[src/rtl/writedest_pkg.sv]
// writedest_pkg: shared widths, buffer entry layout and write FSM encoding for writedest
package writedest_pkg;
   localparam int PIX_W  = 24;
   localparam int ADDR_W = 30;
   localparam int CNT_W  = 20;
   typedef struct packed {
      logic [ADDR_W-1:0] addr;
      logic [PIX_W-1:0]  data;
   } entry_t;
   typedef enum logic {IDLE, WRITE} state_t;
endpackage

[src/rtl/writedest_fifo.sv]
// writedest_fifo: pixel write buffer; 4-entry circular FIFO when WRITEDEST_FIFO_EN is defined, else one holding register
module writedest_fifo
   import writedest_pkg::*;
(
   input  logic   clk,
   input  logic   rst,
   input  logic   push,
   input  logic   pop,
   input  entry_t din,
   output entry_t dout,
   output logic   full,
   output logic   empty
);
`ifdef WRITEDEST_FIFO_EN
   entry_t [3:0] mem_q, mem_d;
   logic [1:0]   wp_q, wp_d, rp_q, rp_d;
   logic [2:0]   level_q, level_d;
   // full/empty come from the registered level, so a pop frees space only from the next cycle
   always_comb begin
      mem_d = mem_q;
      if (push) mem_d[wp_q] = din;
      wp_d    = wp_q + 2'(push);
      rp_d    = rp_q + 2'(pop);
      level_d = level_q + 3'(push) - 3'(pop);
   end
   // buffer storage and pointers
   always_ff @(posedge clk or posedge rst)
      if (rst) begin
         mem_q   <= '0;
         wp_q    <= '0;
         rp_q    <= '0;
         level_q <= '0;
      end else begin
         mem_q   <= mem_d;
         wp_q    <= wp_d;
         rp_q    <= rp_d;
         level_q <= level_d;
      end
   assign dout  = mem_q[rp_q];
   assign full  = level_q == 3'd4;
   assign empty = level_q == 3'd0;
`else
   entry_t hold_q, hold_d;
   logic   valid_q, valid_d;
   // a single slot: filled by push, released by pop
   always_comb begin
      hold_d  = push ? din : hold_q;
      valid_d = push | (valid_q & ~pop);
   end
   // holding register and its valid bit
   always_ff @(posedge clk or posedge rst)
      if (rst) begin
         hold_q  <= '0;
         valid_q <= 1'b0;
      end else begin
         hold_q  <= hold_d;
         valid_q <= valid_d;
      end
   assign dout  = hold_q;
   assign full  = valid_q;
   assign empty = ~valid_q;
`endif
endmodule

[src/rtl/writedest.sv]
// writedest: destination pixel write-back as a write-only WISHBONE master with frame counting (buffer depth via WRITEDEST_FIFO_EN)
module writedest
   import writedest_pkg::*;
(
   input  logic              clk,
   input  logic              rst,
   input  logic              start,
   input  logic [CNT_W-1:0]  npixels,
   output logic              busy,
   output logic              done,
   input  logic              dc_ready,
   output logic              dc_next,
   input  logic [ADDR_W-1:0] d_addr,
   input  logic [PIX_W-1:0]  d_data,
   output logic [31:0]       mwb_adr_o,
   output logic [31:0]       mwb_dat_o,
   output logic [3:0]        mwb_sel_o,
   output logic              mwb_we_o,
   output logic              mwb_cyc_o,
   output logic              mwb_stb_o,
   input  logic              mwb_ack_i
);
   state_t            state_q, state_d;
   logic              stb_q, stb_d, busy_q, busy_d, done_q, done_d;
   logic [31:0]       adr_q, adr_d, dat_q, dat_d;
   logic [CNT_W-1:0]  remaining_q, remaining_d;
   logic              full, empty, pop, ack;
   entry_t            head;

   assign dc_next = dc_ready & ~full & ~rst;
   assign ack     = (state_q == WRITE) & mwb_ack_i;

   writedest_fifo u_fifo (
      .clk   (clk),
      .rst   (rst),
      .push  (dc_next),
      .pop   (pop),
      .din   ({d_addr, d_data}),
      .dout  (head),
      .full  (full),
      .empty (empty)
   );

   // write FSM: load bus registers from the buffer head, then hold them until acknowledged
   always_comb begin
      state_d = state_q;
      stb_d   = stb_q;
      adr_d   = adr_q;
      dat_d   = dat_q;
      pop     = 1'b0;
      if (state_q == IDLE) begin
         if (!empty) begin
            pop     = 1'b1;
            adr_d   = {head.addr, 2'b00};
            dat_d   = {8'h00, head.data};
            stb_d   = 1'b1;
            state_d = WRITE;
         end
      end else if (mwb_ack_i) begin
         stb_d   = 1'b0;
         state_d = IDLE;
      end
   end

   // frame counter: acks are counted only inside a frame; an empty frame completes at once
   always_comb begin
      busy_d      = busy_q;
      remaining_d = remaining_q;
      done_d      = 1'b0;
      if (start && !busy_q) begin
         remaining_d = npixels;
         busy_d      = npixels != '0;
         done_d      = npixels == '0;
      end else if (ack && busy_q) begin
         remaining_d = remaining_q - CNT_W'(1);
         if (remaining_q == CNT_W'(1)) begin
            done_d = 1'b1;
            busy_d = 1'b0;
         end
      end
   end

   // state registers
   always_ff @(posedge clk or posedge rst)
      if (rst) begin
         state_q     <= IDLE;
         stb_q       <= 1'b0;
         adr_q       <= '0;
         dat_q       <= '0;
         busy_q      <= 1'b0;
         done_q      <= 1'b0;
         remaining_q <= '0;
      end else begin
         state_q     <= state_d;
         stb_q       <= stb_d;
         adr_q       <= adr_d;
         dat_q       <= dat_d;
         busy_q      <= busy_d;
         done_q      <= done_d;
         remaining_q <= remaining_d;
      end

   assign mwb_adr_o = adr_q;
   assign mwb_dat_o = dat_q;
   assign mwb_sel_o = 4'b1111;
   assign mwb_stb_o = stb_q;
   assign mwb_cyc_o = stb_q;
   assign mwb_we_o  = stb_q;
   assign busy      = busy_q;
   assign done      = done_q;
endmodule

[config.mk]
export PLATFORM = sky130hd
export DESIGN_NAME = writedest
export DESIGN_NICKNAME = d
export VERILOG_FILES = /design/src/rtl/writedest_pkg.sv /design/src/rtl/writedest_fifo.sv /design/src/rtl/writedest.sv
export SDC_FILE = /design/constraint.sdc
export NUM_CORES = 1
export LEC_CHECK = 0
export BUFFER_PORTS_ARGS = -buffer_cell sky130_fd_sc_hd__buf_2
export CAP_MARGIN = 10
export CELL_PAD_IN_SITES_DETAIL_PLACEMENT = 1
export CELL_PAD_IN_SITES_GLOBAL_PLACEMENT = 2
export CORE_MARGIN = 3
export CORE_UTILIZATION = 28
export CTS_CLUSTER_DIAMETER = 60
export CTS_CLUSTER_SIZE = 16
export DETAILED_ROUTE_END_ITERATION = 10
export GPL_TIMING_DRIVEN = 0
export HOLD_SLACK_MARGIN = 0.02
export PLACE_DENSITY = 0.73
export SKIP_LAST_GASP = 1
export SYNTH_ARGS = -nofsm -noshare
export SYNTH_HDL_FRONTEND = slang
export SYNTH_SLANG_ARGS = --single-unit
export TNS_END_PERCENT = 1
[constraint.sdc]
create_clock -name clk -period 3.7 [get_ports clk]
set_clock_uncertainty 0.15 [all_clocks]
set_input_delay 0.185 -clock clk [delete_from_list [all_inputs] [get_ports clk]]
set_output_delay 0.185 -clock clk [all_outputs]
set_load 0.01 [all_outputs]
---- After elaboration in Yosys (flattened, before gate mapping) ----
Cells that the tools add are included.
word-level totals
  register bits after elaboration ......... 133
  word-level logic and storage cells ...... 48
operators by class
  $add $sub $neg .......................... 1
  eq/ne operators ......................... 2
  mux-type cells .......................... 15
  bitwise gates (word level) .............. 9
  reduce and logical (&&, ||, !) cells .... 11
operators with widths
  operator                 number
  $mux W20                 2
  $eq A20 B1 Y1 const B    1
  $logic_not A20 Y1        1
  $reduce_bool A20 Y1      1
  $sub A20 B1 Y20 const B  1
  $mux W1                  13
  $reduce_and A2 Y1        3
  $reduce_bool A2 Y1       3
  $and A1 B1 Y1            4
  $not A1 Y1               4
  $logic_and A1 B1 Y1      2
  $ne A2 B2 Y1 const B     1
  $logic_not A1 Y1         1
  $or A1 B1 Y1             1

---- Depth between registers and ports, before layout ----
Gate-level depths: netlist of run 1.
  depth after elaboration ................. 5
  depth in mapped cells ................... 6

---- Hierarchy ----
Synthesis of run 1 repeated with hierarchy kept, for this count alone.
unflattened totals
  cells, all modules ...................... 414
  area, all modules ....................... 5878.1 sq um
by module, submodules not included
  module          instances  cells an instance  area an instance (sq um)
  writedest       1          296                3583.4
  writedest_fifo  1          118                2294.7

---- Worst setup path after synthesis of run 1 ----
Ideal clock, no wire load.
  path type ............................... register -> register
  start ................................... register remaining_q[5]
  end ..................................... register remaining_q[17]
  arrival ................................. 1658 ps
  required time ........................... 3430 ps
  path slack .............................. 1772 ps
  stages on the path, launching flop included .. 5
  clock period less this slack ............ 1928 ps
  path through ............................ dfrtp_1 > nor4_4 > nand2_4 > or4_1 > a31o_1
between the ends
  longest elaborated chain between the ends .. 3
RTL lines
  element                 line              text
  start, declared         writedest.sv:26   logic [CNT_W-1:0] remaining_q, remaining_d;
  start signal, assigned  writedest.sv:100  remaining_q <= remaining_d;
  $sub A20 B1 Y20         writedest.sv:75   remaining_d = remaining_q - CNT_W'(1);
  $mux W20                writedest.sv:74   end else if (ack && busy_q) begin
  $mux W20                writedest.sv:70   if (start && !busy_q) begin
No other way between the ends. The select of a mux whose other input is x is not followed.
A chain may end at the register's enable or synchronous reset.

---- Worst setup path after layout of run 1 ----
  start ................................... input port rst
  end ..................................... register u_fifo.hold_q, in the netlist u_fifo.dout[36]
between the ends
  longest elaborated chain between the ends .. 2
RTL lines
  element               line                  text
  start, declared       writedest.sv:6        input logic rst,
  $not A1 Y1            writedest.sv:30       assign dc_next = dc_ready & ~full & ~rst;
  $and A1 B1 Y1         writedest.sv:30
  end signal, assigned  writedest_fifo.sv:56  hold_q <= hold_d;
  end, declared         writedest_fifo.sv:43  entry_t hold_q, hold_d;
No other way between the ends.

==> results of run 1 <==
==> area by class of cell <==
class                      count  area, sq um  area share
buffer                        35          203      0.0252
clock buffer                  22          454      0.0565
clock inverter                 9          129      0.0160
inverter                       7         30.0     0.00374
multi-input combinational    244         2060       0.256
sequential                   133         3330       0.414
tap                          260          325      0.0405
timing repair buffer         217         1510       0.188
==> metrics by stage <==
step                hold WS (ns)  cells  utilization
floorplan                  0.124    419            -
global placement           0.264    817        0.346
detailed placement         0.160    820        0.350
CTS                        0.171    927        0.420
global route               0.239    927        0.420
finish                     0.194    927        0.420
==> kinds of logic after synthesis <==
logic type / Yosys count / share of synthesized area
fa+ha+maj: 2 / 0.00449
mux: 108 / 0.218
other cells: 2 / 0.00135
compound gates: 41 / 0.0535
buf+inv: 42 / 0.0411
simple gates: 78 / 0.0818
xor+xnor: 1 / 0.00157
flops: 133 / 0.598
==> power by group through the flow <==
stage | combinational (mW) | clock, mW | sequential, mW
floorplan | 1.14 | 0 | 2.60
global placement | 1.88 | 0 | 2.51
detailed placement | 1.96 | 0 | 2.56
CTS | 2.03 | 1.72 | 2.54
global route | 2.20 | 1.81 | 2.64
finish | 2.00 | 1.68 | 2.54
==> synth_stat cells, drive strengths merged (7+ instances only) <==
cell / number
mux2: 108
nand2: 19
nand3: 12
dfrtp: 133
buf: 25
nor4: 8
o311ai: 9
clkbuf: 10
o211ai: 8
nor2: 10
inv: 7
==> cells in the final DEF (no fill, tap or decap), drive strengths merged, types with 8 or more instances in the layout <==
cell type,Yosys,final
buf,25,166
dfrtp,133,133
mux2,108,108
dlygate4sd3,0,76
clkbuf,10,32
nand2,19,19
conb,2,14
nand3,12,12
nor2,10,10
o311ai,9,9
o211ai,8,8
nor4,8,8
==> flip-flops by register name (all words and copies together) (netlist names) <==
signal / count
busy: 1
done: 1
mwb_adr_o: 30
mwb_cyc_o: 1
mwb_dat_o: 24
remaining_q: 20
state_q: 1
u_fifo.dout: 54
u_fifo.full: 1
==> repair_timing <==
item | CTS | global route
hold endpoints to repair | 100 | 0
resized for setup | 0 | 0
hold buffers | 76 | 0
==> final timing paths <==
kind / startpoint / endpoint / slack [ns]
hold / removal: start / remaining_q[0] / 0.19
setup reg to reg: u_fifo.full / u_fifo.dout[36] / 1.40
hold reg to reg: mwb_dat_o[9] / mwb_dat_o[9] / 0.35
setup / recovery: rst / u_fifo.dout[36] / 1.39
min in group asynchronous: rst / u_fifo.dout[39] / 0.29
max in group asynchronous: rst / mwb_dat_o[13] / 2.27
==> metal layers <==
layer  global-route usage  share of wire
met1                0.172           0.42
met2                0.247           0.50
met3               0.0527          0.065
met4               0.0363          0.015
met5                    0         0.0013
==> worst max-delay path, delay by kind of cell <==
kind                   cells  cell delay [ns]
and+or+nand+nor            1             0.22
buffers and inverters      4             1.65
muxes                      1             0.39
==> flow_summary_export.csv, run 1 <==
group,metric,value,unit
status,outcome,"completed",
clock_tree,clk_path_buf_depth,2,
logic_synthesis,synth.top_cell.area_share,0.598,
timing,hold_violations,0,
floorplanning,die_x,147,um
floorplanning,die_height,147,um
worst_setup_path,cpMaxStageDelayCell,"clkbuf_1",
pwr,static-leakage-power,3.60,nW
floorplanning,initial_core_util,0.291,
pwr,switchingPower,1.97,mW
pwr,p_sw_frac,0.317,
global_route,gr-total-overflow,0,
logic_synthesis,yosysTopAreaCell,"dfrtp_1",
timing,setup_viol,0,
clock_tree,clock-root-buffer,"clkbuf_16",
global_route,grt_usage,0.144,
worst_setup_path,path_cells,"dlygate4sd3_1 > buf_2 > nor3b_1 > clkbuf_1 > buf_2 > mux2_2",
min_path,hold_depth,4,
timing,setup-tns-final,0,ns
clock_tree,cts_buffers,17,
timing,fin_ws,1.39,ns
placement,place_congestion,0.757,
pwr,sequentialPowerShare,0.409,
pwr,p_clk_frac,0.270,
timing,max_freq,433,MHz
logic_synthesis,ys_types,40,
route,drtIter0Drc,147,
worst_setup_path,cpMostUsedCell,"buf_2",
floorplanning,coreArea,0.0191,sq mm
clock_tree,ctsHtreeMaxLevel,4,
worst_setup_path,cp.arrival,2.45,ns
pwr,internal_power,4.25,mW
worst_setup_path,end_kind,"flip-flop",
logic_synthesis,synth-seq-cells,133,
floorplanning,placementRows,50,
finish,final_nets,736,
logic_synthesis,synth_ff_type,"dfrtp_1",
logic_synthesis,synth_edf_count,0,
timing,maxSlewHeadroom,0.545,
clock_tree,clk_pin_slew,0.06,ns
clock_tree,post_cts_buffers,0,
global_route,grt_pass1_wl,25100,um
clock_tree,clock_latency,0.41,ns
route,via_per_inst,4.55,
route,wl_per_cell,16.4,um
worst_setup_path,critical_path.startpoint_type,"primary input",
logic_synthesis,ys_warn_count,0,
flow_run,cap_violations,0,
finish,drive_gt1_frac,0.462,
finish,area.growth.synth_to_final,44.3,%
pwr,power_density,774,mW/mm^2
logic_synthesis,synth_area_leaders,"dfrtp_1 60%, mux2_2 22%, buf_4 2.2%",
route,wl,15200,um
timing,fin_crit,2.31,ns
worst_setup_path,critical_path_required,3.84,ns
timing,slew_violations,0,
placement,io_buffers,138,
route,vias,4219,
logic_synthesis,async_reset_ff_frac,1.00,
logic_synthesis,syn_inst,407,
placement,dpl.hpwl,10700,um
finish,antennaDiodeCount,0,
pwr,design_power_total,6.22,mW
placement,placed_cell_area,0.00669,sq mm
route,drt-pass1-iter-count,4,
logic_synthesis,syn-cell-area,0.00557,sq mm
floorplanning,ios,153,
placement,pre_cts_ws,1.35,ns
clock_tree,tritoncts,"done",
finish,fillers,2072,
route,remaining_drc_errors,0,
finish,final_cell_area,0.00804,sq mm
min_path,hold_class,"primary input to flip-flop",
global_route,first_global_vias,4800,
clock_tree,cts.sinks,133,
pwr,ir_drop,0.322,mV
timing,worst_pin_slew,0.682,ns
timing,rsz0062_at_grt,"false",
pwr,p_comb_frac,0.321,
worst_setup_path,reg2reg_depth,4,
worst_setup_path,crit_fanout,10,
worst_setup_path,critPathMaxStageDelay,0.56,ns
timing,finalCritPeriodShare,0.624,
global_route,grt_start_max_net_pins,41,
logic_synthesis,syn_area_per_cell,13.7,sq um
worst_setup_path,critPathKind,"primary input to flip-flop",
global_route,antenna_found_initial,1,
route,final_antenna_net_count,0,
floorplanning,die_area,0.0216,sq mm
logic_synthesis,yosysSeqAreaShare,0.598,
Power figures use the tool's default switching activity.
==> inputs of run 2 (changes only) <==
==> constraint.sdc (replaced) <==
create_clock -name clk -period 2.1 [get_ports clk]
set_clock_uncertainty 0.15 [all_clocks]
set_input_delay 0.105 -clock clk [delete_from_list [all_inputs] [get_ports clk]]
set_output_delay 0.105 -clock clk [all_outputs]
set_load 0.01 [all_outputs]
==> flow_summary_export.csv, run 2 (synthesis gave the netlist of run 1 again) <==
group,metric,value,unit
status,outcome,"finished, violations left",
status,violations,"setup timing",
timing,hold_violations,0,
floorplanning,placementRows,50,
worst_setup_path,end_kind,"flip-flop",
finish,layout_commonest_cell,"buf_2",
clock_tree,post_cts_buffers,0,
floorplanning,die_area,0.0216,sq mm
route,wl_per_cell,16.4,um
route,remaining_drc_errors,0,
placement,placed_cell_area,0.00669,sq mm
pwr,sequentialPowerShare,0.408,
route,vias,4229,
route,final_antenna_net_count,0,
finish,largest_reg_flops,54,
route,drtIter0Drc,141,
route,via_per_inst,4.57,
worst_setup_path,critical_path_required,2.25,ns
global_route,grt_start_max_net_pins,41,
timing,max_freq,467,MHz
floorplanning,ios,153,
worst_setup_path,r2r_slack,-0.04,ns
placement,pre_cts_ws,-0.250,ns
route,wl,15200,um
timing,fin_ws,-0.0392,ns
floorplanning,die_height,147,um
min_path,hold_class,"primary input to flip-flop",
clock_tree,clock_latency,0.41,ns
timing,maxSlewHeadroom,0.590,
finish,final_nets,735,
finish,final_core_utilization,0.420,
finish,drive_gt1_frac,0.467,
timing,setup_viol,1,
finish,area.growth.synth_to_final,44.3,%
pwr,static-leakage-power,3.61,nW
pwr,p_clk_frac,0.270,
pwr,p_comb_frac,0.321,
pwr,ir_drop,0.566,mV
floorplanning,die_x,147,um
pwr,p_sw_frac,0.317,
clock_tree,cts_buffers,17,
pwr,design_power_total,11.0,mW
finish,antennaDiodeCount,0,
global_route,first_global_vias,4800,
pwr,power_density,1360,mW/mm^2
clock_tree,clk_path_buf_depth,2,
timing,rsz0062_at_grt,"true",
timing,slew_violations,0,
clock_tree,cts.sinks,133,
worst_setup_path,critical_path.startpoint_type,"flip-flop",
finish,mostFrequentLayoutCells,"147 x buf_2, 133 x dfrtp_1, 108 x mux2_2, 76 x dlygate4sd3_1, 18 x nand2_1",
route,drt-pass1-iter-count,4,
worst_setup_path,critPathKind,"flip-flop to flip-flop",
clock_tree,tritoncts,"done",
clock_tree,clk_pin_slew,0.06,ns
placement,place_congestion,0.757,
placement,dpl.hpwl,10700,um
clock_tree,ctsHtreeMaxLevel,4,
flow_run,cap_violations,0,
global_route,gr-total-overflow,0,
finish,final_cell_area,0.00804,sq mm
worst_setup_path,cp.arrival,2.29,ns
pwr,internal_power,7.49,mW
timing,worst_pin_slew,0.614,ns
global_route,antenna_found_initial,1,
timing,fin_crit,2.14,ns
global_route,grt_pass1_wl,25100,um
placement,io_buffers,138,
pwr,switchingPower,3.47,mW
floorplanning,initial_core_util,0.291,
floorplanning,coreArea,0.0191,sq mm
worst_setup_path,crit_fanout,6,
clock_tree,clock-root-buffer,"clkbuf_16",
global_route,grt_usage,0.144,
timing,finalCritPeriodShare,1.02,
==> run 2: changes by cell type in the layout (fill, tap and decap cells not counted) <==
| cell | previous run | this run |
|---|---|---|
| clkbuf_2 | 0 | 3 |
| clkbuf_1 | 14 | 10 |
==> run 2: power groups by stage <==
stage	Clock, mW	Combinational [mW]	Sequential (mW)
final	2.96	3.52	4.48
after global routing	3.19	3.88	4.65
after CTS	3.04	3.58	4.48
after detailed placement	0	3.46	4.51
after global placement	0	3.32	4.42
after floorplan	0	2.00	4.59
==> run 2: final cells by class <==
cell class / instances / area, sq um
flip-flops and latches: 133 / 3330
fillers: 2072 / 11100
clock inverters: 9 / 129
clock buffers: 22 / 454
repair buffers: 217 / 1510
inverters: 7 / 30.0
multi-input cells: 244 / 2060
plain buffers: 34 / 203
well taps: 260 / 325
==> run 2: timing repair <==
item	4_1_cts	5_1_grt
setup endpoints to repair	98	101
resized for setup	1	4
pin swaps	0	0
hold endpoints to repair	101	0
hold buffers	76	0
gates cloned	0	0
==> run 2: metrics by stage <==
| step | instances | hold WS (ns) | TNS (ns) |
|---|---|---|---|
| after floorplan | 419 | 0.0440 | 0 |
| after global placement | 817 | 0.184 | -92.82 |
| after detailed placement | 820 | 0.0801 | -10.95 |
| after CTS | 927 | 0.0910 | -1.96 |
| after global routing | 926 | 0.159 | -9.92 |
| final | 926 | 0.114 | -0.0392 |
==> run 2: path summary, 6_finish.rpt <==
check / start / endpoint / cells after the start
worst max-delay path: remaining_q[9] / remaining_q[17] / 4
worst min-delay path: start / remaining_q[0] / 4
worst max register to register: remaining_q[9] / remaining_q[17] / 4
worst min register to register: mwb_dat_o[9] / mwb_dat_o[9] / 1
max in group asynchronous: rst / mwb_dat_o[13] / 5
min in group asynchronous: rst / u_fifo.dout[39] / 3
==> run 2: per-layer routing <==
metal | global-route usage | up-vias | routed length (um)
met5 | 0 | - | 20
met4 | 0.0363 | 2 | 225
met3 | 0.0527 | 21 | 984
met2 | 0.247 | 115 | 7490
met1 | 0.172 | 2139 | 6440
li1 | - | 1952 | -
==> run 2: worst max-delay path, cell delays in order (launching register included) <==
cell and delay, ns:
dfrtp_1 0.44, nor4_4 0.44, nand4_1 0.30, or4_1 0.48, a31o_1 0.22
==> inputs of run 3 (changes only) <==
--- a/config.mk
+++ b/config.mk
@@ -16,7 +16,7 @@
 export DETAILED_ROUTE_END_ITERATION = 10
 export GPL_TIMING_DRIVEN = 0
 export HOLD_SLACK_MARGIN = 0.02
-export PLACE_DENSITY = 0.73
+export PLACE_DENSITY_LB_ADDON = 0.1
 export SKIP_LAST_GASP = 1
 export SYNTH_ARGS = -nofsm -noshare
 export SYNTH_HDL_FRONTEND = slang
==> flow_summary_export.csv, run 3 (synthesis gave the netlist of run 1 again) <==
group,metric,value,unit
timing,fin_ws,-0.0278,ns
timing,setup_viol,1,
global_route,first_global_vias,4767,
finish,final_nets,738,
timing,finalCritPeriodShare,1.01,
timing,maxSlewHeadroom,0.608,
clock_tree,cts_buffers,17,
route,final_antenna_net_count,0,
status,violations,"setup timing",
finish,ff_latch_area,0.00333,sq mm
global_route,grt_pass1_wl,25000,um
placement,placed_cell_area,0.00671,sq mm
clock_tree,ctsHtreeMaxLevel,4,
clock_tree,tritoncts,"done",
finish,layout_commonest_cell,"buf_2",
flow_run,cap_violations,0,
worst_setup_path,crit_buf_inv,0,
floorplanning,die_height,147,um
worst_setup_path,r2r_start,"remaining_q[9]",
pwr,static-leakage-power,3.64,nW
finish,antennaDiodeCount,0,
placement,io_buffers,138,
floorplanning,initial_core_util,0.291,
worst_setup_path,crit_family,"simple AND/OR/NAND/NOR gates",
global_route,antenna_found_initial,1,
finish,mostFrequentLayoutCells,"147 x buf_2, 133 x dfrtp_1, 108 x mux2_2, 76 x dlygate4sd3_1",
route,wl,15000,um
placement,numPlacedInstances,821,
floorplanning,placementRows,50,
clock_tree,clk_path_buf_depth,2,
placement,dpl.hpwl,10700,um
finish,fillers,2065,
floorplanning,die_x,147,um
route,vias,4192,
route,drtIter0Drc,93,
status,outcome,"finished, violations left",
worst_setup_path,end_kind,"flip-flop",
route,remaining_drc_errors,0,
worst_setup_path,cp.arrival,2.27,ns
floorplanning,ios,153,
timing,worst_pin_slew,0.588,ns
global_route,grt_start_max_net_pins,37,
worst_setup_path,path_cells,"nor4_4 > nand4_1 > or4_1 > a31o_1",
timing,max_freq,470,MHz
worst_setup_path,critPathKind,"flip-flop to flip-flop",
timing,hold_violations,0,
clock_tree,clock_latency,0.41,ns
worst_setup_path,critical_path_required,2.24,ns
timing,slew_violations,0,
worst_setup_path,critical_path.startpoint_type,"flip-flop",
floorplanning,die_area,0.0216,sq mm
finish,final_cell_area,0.00811,sq mm
clock_tree,clk_pin_slew,0.06,ns
finish,largest_reg_flops,54,
pwr,power_density,1360,mW/mm^2
worst_setup_path,crit_fanout,6,
clock_tree,cts.sinks,133,
finish,multi_input_area,0.00206,sq mm
finish,area.growth.synth_to_final,45.6,%
min_path,hp-start,"start",
pwr,ir_drop,0.599,mV
finish,stdcell_count,930,
placement,place_congestion,0.750,
finish,drive_gt1_frac,0.476,
route,drt-pass1-iter-count,4,
timing,fin_crit,2.13,ns
floorplanning,coreArea,0.0191,sq mm
min_path,hold_class,"primary input to flip-flop",
worst_setup_path,critPathLaunch,"remaining_q[9]",
timing,rsz0062_at_grt,"true",
global_route,grt_usage,0.145,
global_route,gr-total-overflow,0,
clock_tree,clock-root-buffer,"clkbuf_16",
worst_setup_path,critPathMaxStageDelay,0.46,ns
route,via_per_inst,4.51,
worst_setup_path,cpMaxStageDelayCell,"or4_1",
route,wl_per_cell,16.1,um
[run 3: cell types whose count changed in the layout (fill, tap and decap cells not counted)]
cell | previous run | this run
nor4_1 | 6 | 5
inv_6 | 0 | 5
clkinv_2 | 3 | 2
buf_4 | 16 | 18
nor4_2 | 0 | 1
clkbuf_1 | 10 | 7
buf_12 | 3 | 4
[run 3: stage by stage]
step           total power [mW]  setup WS [ns]  setup TNS (ns)  utilization  hold WS, ns
6_report                   11.1        -0.0278         -0.0278        0.423       0.0844
5_1_grt                    11.8         -0.151           -7.45        0.423        0.104
4_1_cts                    11.2        -0.0670           -1.87        0.422       0.0632
3_5_place_dp               7.96         -0.250           -6.60        0.351       0.0300
3_3_place_gp               7.77         -0.758         -104.90        0.346        0.175
2_1_floorplan              6.59          0.172               0            -       0.0440
[run 3: power breakdown]
part	switching, mW	total (mW)	leakage [nW]	internal (mW)
registers	0.713	4.44	1.58	3.73
clock network	1.17	3.09	0.295	1.92
logic	1.63	3.53	1.77	1.90
total	3.51	11.1	3.64	7.54
[run 3: repair_timing]
| action | in CTS | in global routing |
|---|---|---|
| pin swaps | 0 | 3 |
| endpoints found under the setup margin | 98 | 93 |
| buffers inserted | 0 | 2 |
| hold buffers | 76 | 0 |
| resized for setup | 2 | 3 |
| hold endpoints to repair | 182 | 0 |
[run 3: worst register-to-register path: stages (launching register included)]
cell and delay [ns]:
dfrtp_1 0.44, nor4_4 0.42, nand4_1 0.30, or4_1 0.47, a31o_1 0.23
[run 3: path summary, 6_finish.rpt]
path                                   end  slack (ns)  depth (start not counted)
max                        remaining_q[17]       -0.03                          4
min in group asynchronous   remaining_q[3]        0.17                          3
max reg2reg                remaining_q[17]       -0.03                          4
min reg2reg                  mwb_dat_o[23]        0.34                          1
min                         remaining_q[0]        0.08                          4
max in group asynchronous  u_fifo.dout[27]        0.91                          5
[run 3: final cells by class]
| cell class | instances | share of cell area |
|---|---|---|
| flip-flops and latches | 133 | 0.411 |
| clock buffers | 19 | 0.0546 |
| repair buffers | 220 | 0.191 |
| inverters | 7 | 0.00370 |
| multi-input cells | 244 | 0.254 |
| well taps | 260 | 0.0401 |
| plain buffers | 34 | 0.0250 |
| clock inverters | 13 | 0.0207 |
[run 3: routing by layer]
| metal | GRT usage | wire, um | vias up |
|---|---|---|---|
| li1 | - | - | 1954 |
| met1 | 0.182 | 6600 | 2114 |
| met2 | 0.237 | 7340 | 105 |
| met3 | 0.0543 | 855 | 17 |
| met4 | 0.0391 | 184 | 2 |
| met5 | 0 | 13 | - |
